## src/rtl/sync_timing_meas.sv

```systemverilog
// sync_timing_meas: measures line/frame timing of polarity-normalized
// (active-low) HSYNC/VSYNC, produces pixel/line coordinates, start strobes
// and a LOCKED flag once the timing has repeated for LOCK_FRAMES frames.
//
// Optional build macro: SYNC_MEAS_GLITCH_FILTER_EN
//   defined   -> 3-sample majority filter on each sync input (+2 cycles latency)
//   undefined -> single input register, no filtering
//
// Ports:
//   PCLK        pixel clock, rising edge
//   RESET_N     asynchronous active-low reset
//   HS_N, VS_N  normalized active-low sync pulses
//   X, Y        pixel count in line, line count in frame
//   LINE_START  one-cycle strobe per HS_N falling edge
//   FRAME_START one-cycle strobe per VS_N falling edge
//   H_TOTAL     cycles between the last two line starts
//   H_SYNC      width of the last HS_N low pulse
//   V_TOTAL     line starts in the last complete frame
//   LOCKED      timing stable for LOCK_FRAMES frames
module sync_timing_meas #(
    parameter int unsigned HW          = 12,
    parameter int unsigned VW          = 11,
    parameter int unsigned LOCK_FRAMES = 2
) (
    input  logic          PCLK,
    input  logic          RESET_N,
    input  logic          HS_N,
    input  logic          VS_N,
    output logic [HW-1:0] X,
    output logic [VW-1:0] Y,
    output logic          LINE_START,
    output logic          FRAME_START,
    output logic [HW-1:0] H_TOTAL,
    output logic [HW-1:0] H_SYNC,
    output logic [VW-1:0] V_TOTAL,
    output logic          LOCKED
);

    localparam int unsigned MW = 4;
    localparam logic [HW-1:0] H_MAX  = {HW{1'b1}};
    localparam logic [VW-1:0] V_MAX  = {VW{1'b1}};
    localparam logic [MW-1:0] M_MAX  = {MW{1'b1}};
    localparam logic [MW-1:0] M_LOCK = MW'(LOCK_FRAMES);

    typedef enum logic [1:0] {
        ST_IDLE,
        ST_ARMED,
        ST_MEASURE,
        ST_LOCKED
    } state_t;

    // ------------------------------------------------------------------
    // Input stage: s_* is the sampled sync, d_* its one-cycle delay
    // ------------------------------------------------------------------
    logic s_hs_q, s_hs_d, s_vs_q, s_vs_d;
    logic d_hs_q, d_hs_d, d_vs_q, d_vs_d;

`ifdef SYNC_MEAS_GLITCH_FILTER_EN
    logic [2:0] hs_sr_q, hs_sr_d, vs_sr_q, vs_sr_d;

    // 3-stage shift registers; s_* is the majority of the three samples
    always_comb begin
        hs_sr_d = {hs_sr_q[1:0], HS_N};
        vs_sr_d = {vs_sr_q[1:0], VS_N};
        s_hs_d  = (hs_sr_q[0] & hs_sr_q[1]) | (hs_sr_q[0] & hs_sr_q[2]) |
                  (hs_sr_q[1] & hs_sr_q[2]);
        s_vs_d  = (vs_sr_q[0] & vs_sr_q[1]) | (vs_sr_q[0] & vs_sr_q[2]) |
                  (vs_sr_q[1] & vs_sr_q[2]);
    end

    always_ff @(posedge PCLK or negedge RESET_N) begin
        if (!RESET_N) begin
            hs_sr_q <= 3'b111;
            vs_sr_q <= 3'b111;
        end else begin
            hs_sr_q <= hs_sr_d;
            vs_sr_q <= vs_sr_d;
        end
    end
`else
    always_comb begin
        s_hs_d = HS_N;
        s_vs_d = VS_N;
    end
`endif

    // Edge detection, registered so counters act one cycle after detection
    logic line_edge_q, line_edge_d, frame_edge_q, frame_edge_d;
    logic hs_rise_q, hs_rise_d, hs_low_q, hs_low_d;

    always_comb begin
        d_hs_d       = s_hs_q;
        d_vs_d       = s_vs_q;
        line_edge_d  = d_hs_q & ~s_hs_q;
        frame_edge_d = d_vs_q & ~s_vs_q;
        hs_rise_d    = ~d_hs_q & s_hs_q;
        hs_low_d     = ~d_hs_q;
    end

    // Sync samples reset to the idle (high) level so release creates no edge
    always_ff @(posedge PCLK or negedge RESET_N) begin
        if (!RESET_N) begin
            s_hs_q       <= 1'b1;
            s_vs_q       <= 1'b1;
            d_hs_q       <= 1'b1;
            d_vs_q       <= 1'b1;
            line_edge_q  <= 1'b0;
            frame_edge_q <= 1'b0;
            hs_rise_q    <= 1'b0;
            hs_low_q     <= 1'b0;
        end else begin
            s_hs_q       <= s_hs_d;
            s_vs_q       <= s_vs_d;
            d_hs_q       <= d_hs_d;
            d_vs_q       <= d_vs_d;
            line_edge_q  <= line_edge_d;
            frame_edge_q <= frame_edge_d;
            hs_rise_q    <= hs_rise_d;
            hs_low_q     <= hs_low_d;
        end
    end

    // ------------------------------------------------------------------
    // Measurement counters and lock FSM
    // ------------------------------------------------------------------
    state_t        state_q, state_d;
    logic [HW-1:0] hcnt_q, hcnt_d, scnt_q, scnt_d;
    logic [HW-1:0] h_total_q, h_total_d, h_sync_q, h_sync_d, ref_h_q, ref_h_d;
    logic [VW-1:0] lcnt_q, lcnt_d, v_total_q, v_total_d, ref_v_q, ref_v_d;
    logic [MW-1:0] mcnt_q, mcnt_d;
    logic          line_start_q, line_start_d, frame_start_q, frame_start_d;
    logic          h_valid_q, h_valid_d, hmis_q, hmis_d, sat_q, sat_d;
    logic          locked_q, locked_d;

    logic [HW-1:0] h_period, scnt_inc;
    logic [VW-1:0] lcnt_inc, v_new;
    logic [MW-1:0] mcnt_inc;
    logic          h_sat, hmis_eff, sat_eff, match;

    always_comb begin
        state_d       = state_q;
        hcnt_d        = hcnt_q;
        scnt_d        = scnt_q;
        h_total_d     = h_total_q;
        h_sync_d      = h_sync_q;
        ref_h_d       = ref_h_q;
        lcnt_d        = lcnt_q;
        v_total_d     = v_total_q;
        ref_v_d       = ref_v_q;
        mcnt_d        = mcnt_q;
        h_valid_d     = h_valid_q;
        hmis_d        = hmis_q;
        sat_d         = sat_q;
        line_start_d  = line_edge_q;
        frame_start_d = frame_edge_q;

        // Saturating increments; a saturated line period reports H_MAX
        h_period = (hcnt_q == H_MAX) ? H_MAX : hcnt_q + HW'(1);
        scnt_inc = (scnt_q == H_MAX) ? H_MAX : scnt_q + HW'(1);
        lcnt_inc = (lcnt_q == V_MAX) ? V_MAX : lcnt_q + VW'(1);
        mcnt_inc = (mcnt_q == M_MAX) ? M_MAX : mcnt_q + MW'(1);

        h_sat    = ~line_edge_q & (hcnt_q == H_MAX);
        // A line edge coincident with a frame edge belongs to the ending frame
        v_new    = line_edge_q ? lcnt_inc : lcnt_q;
        hmis_eff = hmis_q | (line_edge_q & h_valid_q & (h_period != h_total_q));
        sat_eff  = sat_q | h_sat;

        // Horizontal counter and line period
        if (line_edge_q) begin
            hcnt_d    = '0;
            h_total_d = h_period;
            h_valid_d = 1'b1;
        end else if (!h_sat) begin
            hcnt_d = hcnt_q + HW'(1);
        end
        if (h_sat) begin
            h_valid_d = 1'b0;
        end

        // Sync pulse width
        if (hs_rise_q) begin
            h_sync_d = scnt_inc;
            scnt_d   = '0;
        end else if (hs_low_q) begin
            scnt_d = scnt_inc;
        end

        // Line counter, frame totals and per-frame flags
        lcnt_d = v_new;
        hmis_d = hmis_eff;
        sat_d  = sat_eff;
        if (frame_edge_q) begin
            v_total_d = v_new;
            lcnt_d    = '0;
            hmis_d    = 1'b0;
            sat_d     = 1'b0;
        end

        match = (v_new == ref_v_q) && (h_total_d == ref_h_q) && !hmis_eff && !sat_eff;

        // Lock FSM; saturation overrides everything
        if (h_sat) begin
            state_d = ST_IDLE;
        end else if (frame_edge_q) begin
            case (state_q)
                ST_IDLE: state_d = ST_ARMED;
                ST_ARMED: begin
                    ref_h_d = h_total_d;
                    ref_v_d = v_new;
                    mcnt_d  = '0;
                    state_d = ST_MEASURE;
                end
                ST_MEASURE, ST_LOCKED: begin
                    if (match) begin
                        mcnt_d = mcnt_inc;
                        if (mcnt_inc >= M_LOCK) begin
                            state_d = ST_LOCKED;
                        end
                    end else begin
                        ref_h_d = h_total_d;
                        ref_v_d = v_new;
                        mcnt_d  = '0;
                        state_d = ST_MEASURE;
                    end
                end
                default: state_d = ST_IDLE;
            endcase
        end

        locked_d = (state_d == ST_LOCKED);
    end

    always_ff @(posedge PCLK or negedge RESET_N) begin
        if (!RESET_N) begin
            state_q       <= ST_IDLE;
            hcnt_q        <= '0;
            scnt_q        <= '0;
            h_total_q     <= '0;
            h_sync_q      <= '0;
            ref_h_q       <= '0;
            lcnt_q        <= '0;
            v_total_q     <= '0;
            ref_v_q       <= '0;
            mcnt_q        <= '0;
            h_valid_q     <= 1'b0;
            hmis_q        <= 1'b0;
            sat_q         <= 1'b0;
            line_start_q  <= 1'b0;
            frame_start_q <= 1'b0;
            locked_q      <= 1'b0;
        end else begin
            state_q       <= state_d;
            hcnt_q        <= hcnt_d;
            scnt_q        <= scnt_d;
            h_total_q     <= h_total_d;
            h_sync_q      <= h_sync_d;
            ref_h_q       <= ref_h_d;
            lcnt_q        <= lcnt_d;
            v_total_q     <= v_total_d;
            ref_v_q       <= ref_v_d;
            mcnt_q        <= mcnt_d;
            h_valid_q     <= h_valid_d;
            hmis_q        <= hmis_d;
            sat_q         <= sat_d;
            line_start_q  <= line_start_d;
            frame_start_q <= frame_start_d;
            locked_q      <= locked_d;
        end
    end

    assign X           = hcnt_q;
    assign Y           = lcnt_q;
    assign LINE_START  = line_start_q;
    assign FRAME_START = frame_start_q;
    assign H_TOTAL     = h_total_q;
    assign H_SYNC      = h_sync_q;
    assign V_TOTAL     = v_total_q;
    assign LOCKED      = locked_q;

endmodule

```

## config.mk

```make
export PLATFORM = sky130hd
export DESIGN_NAME = sync_timing_meas
export DESIGN_NICKNAME = d
export VERILOG_FILES = /design/src/rtl/sync_timing_meas.sv
export SDC_FILE = /design/constraint.sdc
export NUM_CORES = 1
export LEC_CHECK = 0
export CORE_MARGIN = 2
export CORE_UTILIZATION = 40
export CTS_BUF_LIST = sky130_fd_sc_hd__clkbuf_4 sky130_fd_sc_hd__clkbuf_8
export CTS_CLUSTER_DIAMETER = 100
export DETAILED_ROUTE_END_ITERATION = 7
export PLACE_DENSITY_LB_ADDON = 0.3
export SLEW_MARGIN = 10
export SYNTH_ARGS = -nofsm -noshare
export SYNTH_HDL_FRONTEND = slang
export SYNTH_SLANG_ARGS = --single-unit
```

## constraint.sdc

```tcl
create_clock -name PCLK -period 4.4 [get_ports PCLK]
set_input_delay 0.44 -clock PCLK [delete_from_list [all_inputs] [get_ports PCLK]]
set_output_delay 0.44 -clock PCLK [all_outputs]
set_load 0.02 [all_outputs]
```

# After elaboration in Yosys (flattened, before gate mapping)
# Index checks and enable logic that the tools add are counted.
# classes
reduce_logical	12
magnitude_cmp	1
mux	26
add_sub_neg	4
n_bitwise	13
shift	0
div_mod_pow	0
eq_ne	13
n_mul	0
# op_table
operator	n
2-to-1 mux 12 bit	8
2-to-1 mux 11 bit	4
adder 12 x 1 -> 12 bit, second input constant	2
equality test 12 bit, second input constant	2
one-hot mux 12 bit (2 select lines)	1
one-hot mux 11 bit (2 select lines)	1
equality test 12 bit	1
!= test 12 bit	1
adder 11 x 1 -> 11 bit, second input constant	1
equality test 11 bit	1
equality test 11 bit, second input constant	1
2-to-1 mux 2 bit	4
2-to-1 mux 4 bit	2
one-hot mux 4 bit (2 select lines)	1
AND 1 bit	6
equality test 2 bit, second input constant	3
one-hot mux 2 bit (3 select lines)	1
nonzero test 2 bit	3
inverter 1 bit	5
adder 4 x 1 -> 4 bit, second input constant	1
equality test 4 bit, second input constant	1
>= comparator 4 x 2 -> 1 bit, second input constant	1
2-to-1 mux 1 bit	4
!= test 2 bit, second input constant	2
other kinds (8)	12
# totals
reg_bits	113
word_cells	93
latch_bits	0
mem_bits_rw	0
out_inout_bits	61
input_bits	4
mem_bits_ro	0
mem_count	0

# Logic depth before layout (Yosys ltp)
# Gate-level depths: netlist of run 1.
# logic_depth
word_depth	13
depth_mapped	13
depth_no_buf	10

# Least setup slack after synthesis of run 1
# No wires, ideal clock.
# synth_path
path_type	reg2reg
start	reg hcnt_q[0] (netlist: X[0])
end	reg ref_h_q[7]
synth_period_minus_slack_ps	3245
t_arrival_ps	3118
n_path_buf	1
required_time_ps	4272
slack_ps	1155
setup_ps	128
stages_incl_launch_ff	12
path_cell_list	dfrtp_1 ha_1 nand3_1 nor3_2 nor2_2 xnor2_1 or4_4 o41ai_4 nand4_2 nand2_1 buf_6 mux2_1
# synth_via
elab_chain_len	10
word_cells_on_any_way	20
classes_between	1 x add/sub; 4 x eq/ne; 4 x mux; 5 x bitwise; 6 x reduce/logical
# synth_rtl
element	line_no	source
start: declaration	127	logic [HW-1:0] hcnt_q, hcnt_d, scnt_q, scnt_d;
start signal: assignment	254	hcnt_q <= hcnt_d;
adder 12 x 1 -> 12 bit or equality test 12 bit (tied branches)	158, 163	
2-to-1 mux 12 bit	158	h_period = (hcnt_q == H_MAX) ? H_MAX : hcnt_q + HW'(1);
!= test 12 bit	166	hmis_eff = hmis_q | (line_edge_q & h_valid_q & (h_period != h_total_q));
AND 1 bit	166	
OR 1 bit	166	
logical NOT 1 bit	200	match = (v_new == ref_v_q) && (h_total_d == ref_h_q) && !hmis_eff && !sat_eff;
logical AND 1 bit (2 in a row)	200	
!= test 2 bit (no source line)	--	
AND reduction 4 bit (no source line)	--	
end signal: assignment	258	ref_h_q <= ref_h_d;
end: declaration	128	logic [HW-1:0] h_total_q, h_total_d, h_sync_q, h_sync_d, ref_h_q, ref_h_d;
# Parallel ways exist; a longest one is shown, timed or not. The select of a mux whose other input is x is not followed.
# A chain may end at the register's enable or synchronous reset.

# Worst setup path after layout of run 1
# layout_path
start	reg hcnt_q[0] (netlist: X[0])
end	reg ref_h_q[10]
# The elaborated chain is that of the path after synthesis.

==> impl_metrics.csv, run 1 <==
group,metric,value,unit
synth,async_reset_ff_share,100.0,%
clock_network,tritoncts,"done",
global_route,grt_pass1_wl,26.12,mm
global_route,busiest_layer,"met2",
pwr,switching_power,1010,uW
route,avgViaCountPerCell,5.824,
layout,seqCellArea,2833,sq um
clock_network,clk_latency,0.44,ns
timing,hold_viol_final,0,
placement,dpl.hpwl,11.45,mm
layout,final_nets,679,
route,drt_wl_total,16.19,mm
pwr,seqPwrFrac,41.6,%
floorplan,die_h,126.6,microns
route,drtAntennaViolNets,0,
synth,yosysTopAreaCellShare,45.39,%
setup_path,max_stage_delay,0.52,ns
floorplan,io_pins,65,
synth,syn_avg_cell_area,9.836,sq um
route,dr.pass1.iters,5,
layout,syn_to_final_growth,20.92,%
layout,drive_gt1_share,10.41,%
global_route,grt-ovfl-total,0,
pwr,peakVddDrop,0.2825,mV
route,vias,5044,
synth,synth_cell_type_count,73,
clock_network,clk_path_buf_depth,2,
job,maxCapViolCount,0,
synth,synth_top_cell_by_area,"dfrtp_1",
pwr,p_int,2194,uW
clock_network,clock-sinks,113,
placement,port_buffers,64,
timing,tns,0,ns
floorplan,initial_core_util,41.19,%
clock_network,cts.clk_slew.worst_paths,0.07,ns
floorplan,row_count,44,
layout,fin_cells,866,
global_route,grt.total_usage,20.71,%
timing,max_freq,253.9,MHz
setup_path,crit_end,"ref_h_q[10]",
synth,synth_area_leaders,"dfrtp_1 (45%), nor2_1 (4.2%), a21oi_1 (3.6%)",
timing,holdWs,0.3681,ns
layout,n_antenna_cell,0,
synth,yosysWarnings,0,
timing,worstMarginPinSlew,0.9978,ns
clock_network,post-cts-setup-buffers,0,
setup_path,critical_path_depth,11,
setup_path,worstSetupStartpointType,"flop",
timing,fin_crit,3.938,ns
synth,ys_ff_latch,113,
run_status,status,"finished clean",
pwr,power-per-cell-area,441.0,nW/um^2
timing,slew_headroom,33.48,%
synth,synth_area,6010,sq um
synth,synth_ff_type,"dfrtp_1",
synth,ys_seq_area_share,47.14,%
floorplan,die_w,126.6,microns
setup_path,end_kind,"flop",
setup_path,startpoint,"X[0]",
floorplan,dieArea,16020,sq um
worst_hold_path,hold_class,"reg2reg",
clock_network,htree_levels,4,
route,drt_iter0_markers,456,
layout,multi_input_area,2930,sq um
timing,fin_skew,0.009963,ns
pwr,p_comb_share,22.1,%
clock_network,cts_root_buf,"clkbuf_8",
global_route,met3_usage,4.935,%
placement,gp_congestion,0.9200,
setup_path,crit_fanout,12,
floorplan,core_area,14590,sq um
pwr,power_switching_share,31.52,%
setup_path,required,4.72,ns
global_route,use_met2,32.02,%
setup_path,critPathSlowestCell,"dfrtp_1",
global_route,grt_pass1_vias,4829,
global_route,antenna_found_initial,0,
synth,synth_mux_area_share,6.475,%
setup_path,path_delay_family,"simple AND/OR/NAND/NOR gates",
pwr,leakagePower,0.003045,uW
placement,dp.cells,834,
setup_path,worst_r2r_startpoint,"X[0]",
timing,drv_slew,0,
synth,synth_compound_area_share,16.22,%
pwr,clkPwrFrac,36.2,%
layout,fillers,1338,
setup_path,worstRegToRegCells,11,
synth,syn-instance-count,611,
clock_network,cts_buffers,17,
synth,synth_top_family_by_area,"simple AND/OR/NAND/NOR gates",
setup_path,worstReg2RegEnd,"ref_h_q[10]",
setup_path,crit_type,"reg2reg",
synth,synthXorXnorAreaFrac,5.830,%
route,wl_per_cell,18.69,microns
route,drc,0,
timing,rsz0062_at_grt,"no",
setup_path,cp_cell_sequence,"ha_1 -> and3_1 -> o211ai_1 -> a21oi_1 -> o21ai_0 -> or4_4 -> o41ai_4 -> nand4_2 -> nand2_1 -> buf_4 -> mux2_1",
setup_path,crit_buf_inv,1,
timing,finalSetupViolations,0,
synth,synth.net_count,620,
setup_path,ff2ff_setup_slack,0.46,ns
global_route,grt.met1_usage,29.14,%
synth,synth_fa_ha_area_share,1.041,%
global_route,grt_max_degree,45,
timing,min_period_over_period,89.50,%
synth,synth_edf_count,0,
setup_path,worstPathArrival,4.26,ns
synth,synthSimpleGateAreaFrac,19.11,%
cell type report:
class | instances | area share (%)
sequential | 113 | 38.98
tap | 184 | 3.168
inverter | 20 | 1.033
clock inverter | 12 | 2.841
timing repair buffer | 76 | 10.06
multi-input combinational | 442 | 40.32
clock buffer | 19 | 3.598
worst reg2reg max path, cell delays in order, from the launching register on:
cell	delay, ns
dfrtp_1	0.52
ha_1	0.33
and3_1	0.45
o211ai_1	0.29
a21oi_1	0.20
o21ai_0	0.14
or4_4	0.45
o41ai_4	0.33
nand4_2	0.33
nand2_1	0.18
buf_4	0.23
mux2_1	0.36
metrics by stage:
stage / area [sq um] / total power (uW) / setup WS [ns] / util (%)
after floorplan: 6010 / 1764 / 1.155 / -
after global placement: 6784 / 2053 / 0.5400 / 46.50
after detailed placement: 6784 / 2059 / 0.3875 / 46.50
after CTS: 7262 / 3233 / 0.3379 / 49.78
after global routing: 7267 / 3361 / 0.1898 / 49.81
final: 7267 / 3204 / 0.4618 / 49.81
power by group through the flow:
stage / sequential [uW] / combinational [uW] / clock (uW)
final: 1330 / 709 / 1160
after global routing: 1350 / 771 / 1240
after CTS: 1330 / 715 / 1190
after detailed placement: 1350 / 711 / 0
after global placement: 1340 / 710 / 0
after floorplan: 1360 / 400 / 0
logic make-up after synthesis:
logic type,after synthesis
AOI/OAI and AO/OA,144
xor gates and xnor gates,40
adders and majority gates,5
buffers and inverters,56
DFF,113
muxes,36
and+or+nand+nor,217
cells in the mapped netlist, drive strengths merged, types with 3 or more instances:
| master | count |
|---|---|
| o221ai | 3 |
| nor2b | 14 |
| mux2 | 23 |
| o21a | 4 |
| ha | 5 |
| dfstp | 4 |
| nor4 | 8 |
| and2 | 10 |
| a211oi | 12 |
| a311oi | 5 |
| o21ai | 23 |
| clkbuf | 16 |
| nand3 | 30 |
| xor2 | 16 |
| and3 | 18 |
| buf | 20 |
| nand4 | 16 |
| dfrtp | 109 |
| a21oi | 43 |
| and4 | 6 |
| nor2 | 68 |
| xnor2 | 24 |
| a31oi | 19 |
| inv | 20 |
| a21o | 4 |
| or4 | 3 |
| mux2i | 13 |
| nand2 | 24 |
| nor3 | 5 |
| nand2b | 4 |
| a32oi | 3 |
| a2111oi | 3 |
sequential cells by signal, summed over array words and instances (netlist names), 2 cells and up:
register  cells
X            12
scnt_q       12
Y            11
state_q       2
V_TOTAL      11
ref_v_q      11
mcnt_q        4
ref_h_q      12
H_SYNC       12
H_TOTAL      12
per-layer routing:
metal  up-vias  share of wire (%)  wire length (microns)
li1       2343                  -                      -
met1      2510                 45                   7315
met2       173                 48                   7732
met3        18                5.8                    932
met4         0                1.3                    210
met5         -                  0                      0
worst min-delay path by stage:
stage / cells after the start / endpoint / from / slack (ns)
final: 0 / d_vs_q / d_vs_d / 0.37
after global routing: 1 / d_hs_d / HS_N / 0.37
after CTS: 0 / d_vs_q / d_vs_d / 0.37
after detailed placement: 0 / d_vs_q / d_vs_d / 0.36
after global placement: 0 / d_vs_q / d_vs_d / 0.36
after floorplan: 0 / FRAME_START / RESET_N / 0.14
what timing repair did:
| action | CTS | global route |
|---|---|---|
| endpoints found under the hold margin | 30 | 0 |
| setup endpoints to repair | 0 | 4 |
| resized for setup | 0 | 1 |
| hold buffers | 1 | 0 |
placed cells by master, fill, tap and decap left out, types with 7 or more instances in the layout:
cell and n:
dfrtp_1 109, nor2_1 67, clkdlybuf4s50_1 63, a21oi_1 43
nand3_1 28, nand2_1 24, xnor2_1 24, o21ai_0 21
inv_1 20, clkbuf_8 19, and3_1 18, a31oi_1 18
xor2_1 16, nand4_1 15, mux2_1 15, nor2b_1 14
mux2i_1 13, a211oi_1 12, buf_4 12, and2_1 10
mux2_2 8, nor4_1 7
(Power assumes the default switching activity.)
==> inputs of run 2 (changes only) <==
ABC_CLOCK_PERIOD_IN_PS = 4400   (was not set)
==> results of run 2 <==
No change in the layout: final DEF, timing and power equal those of run 1.
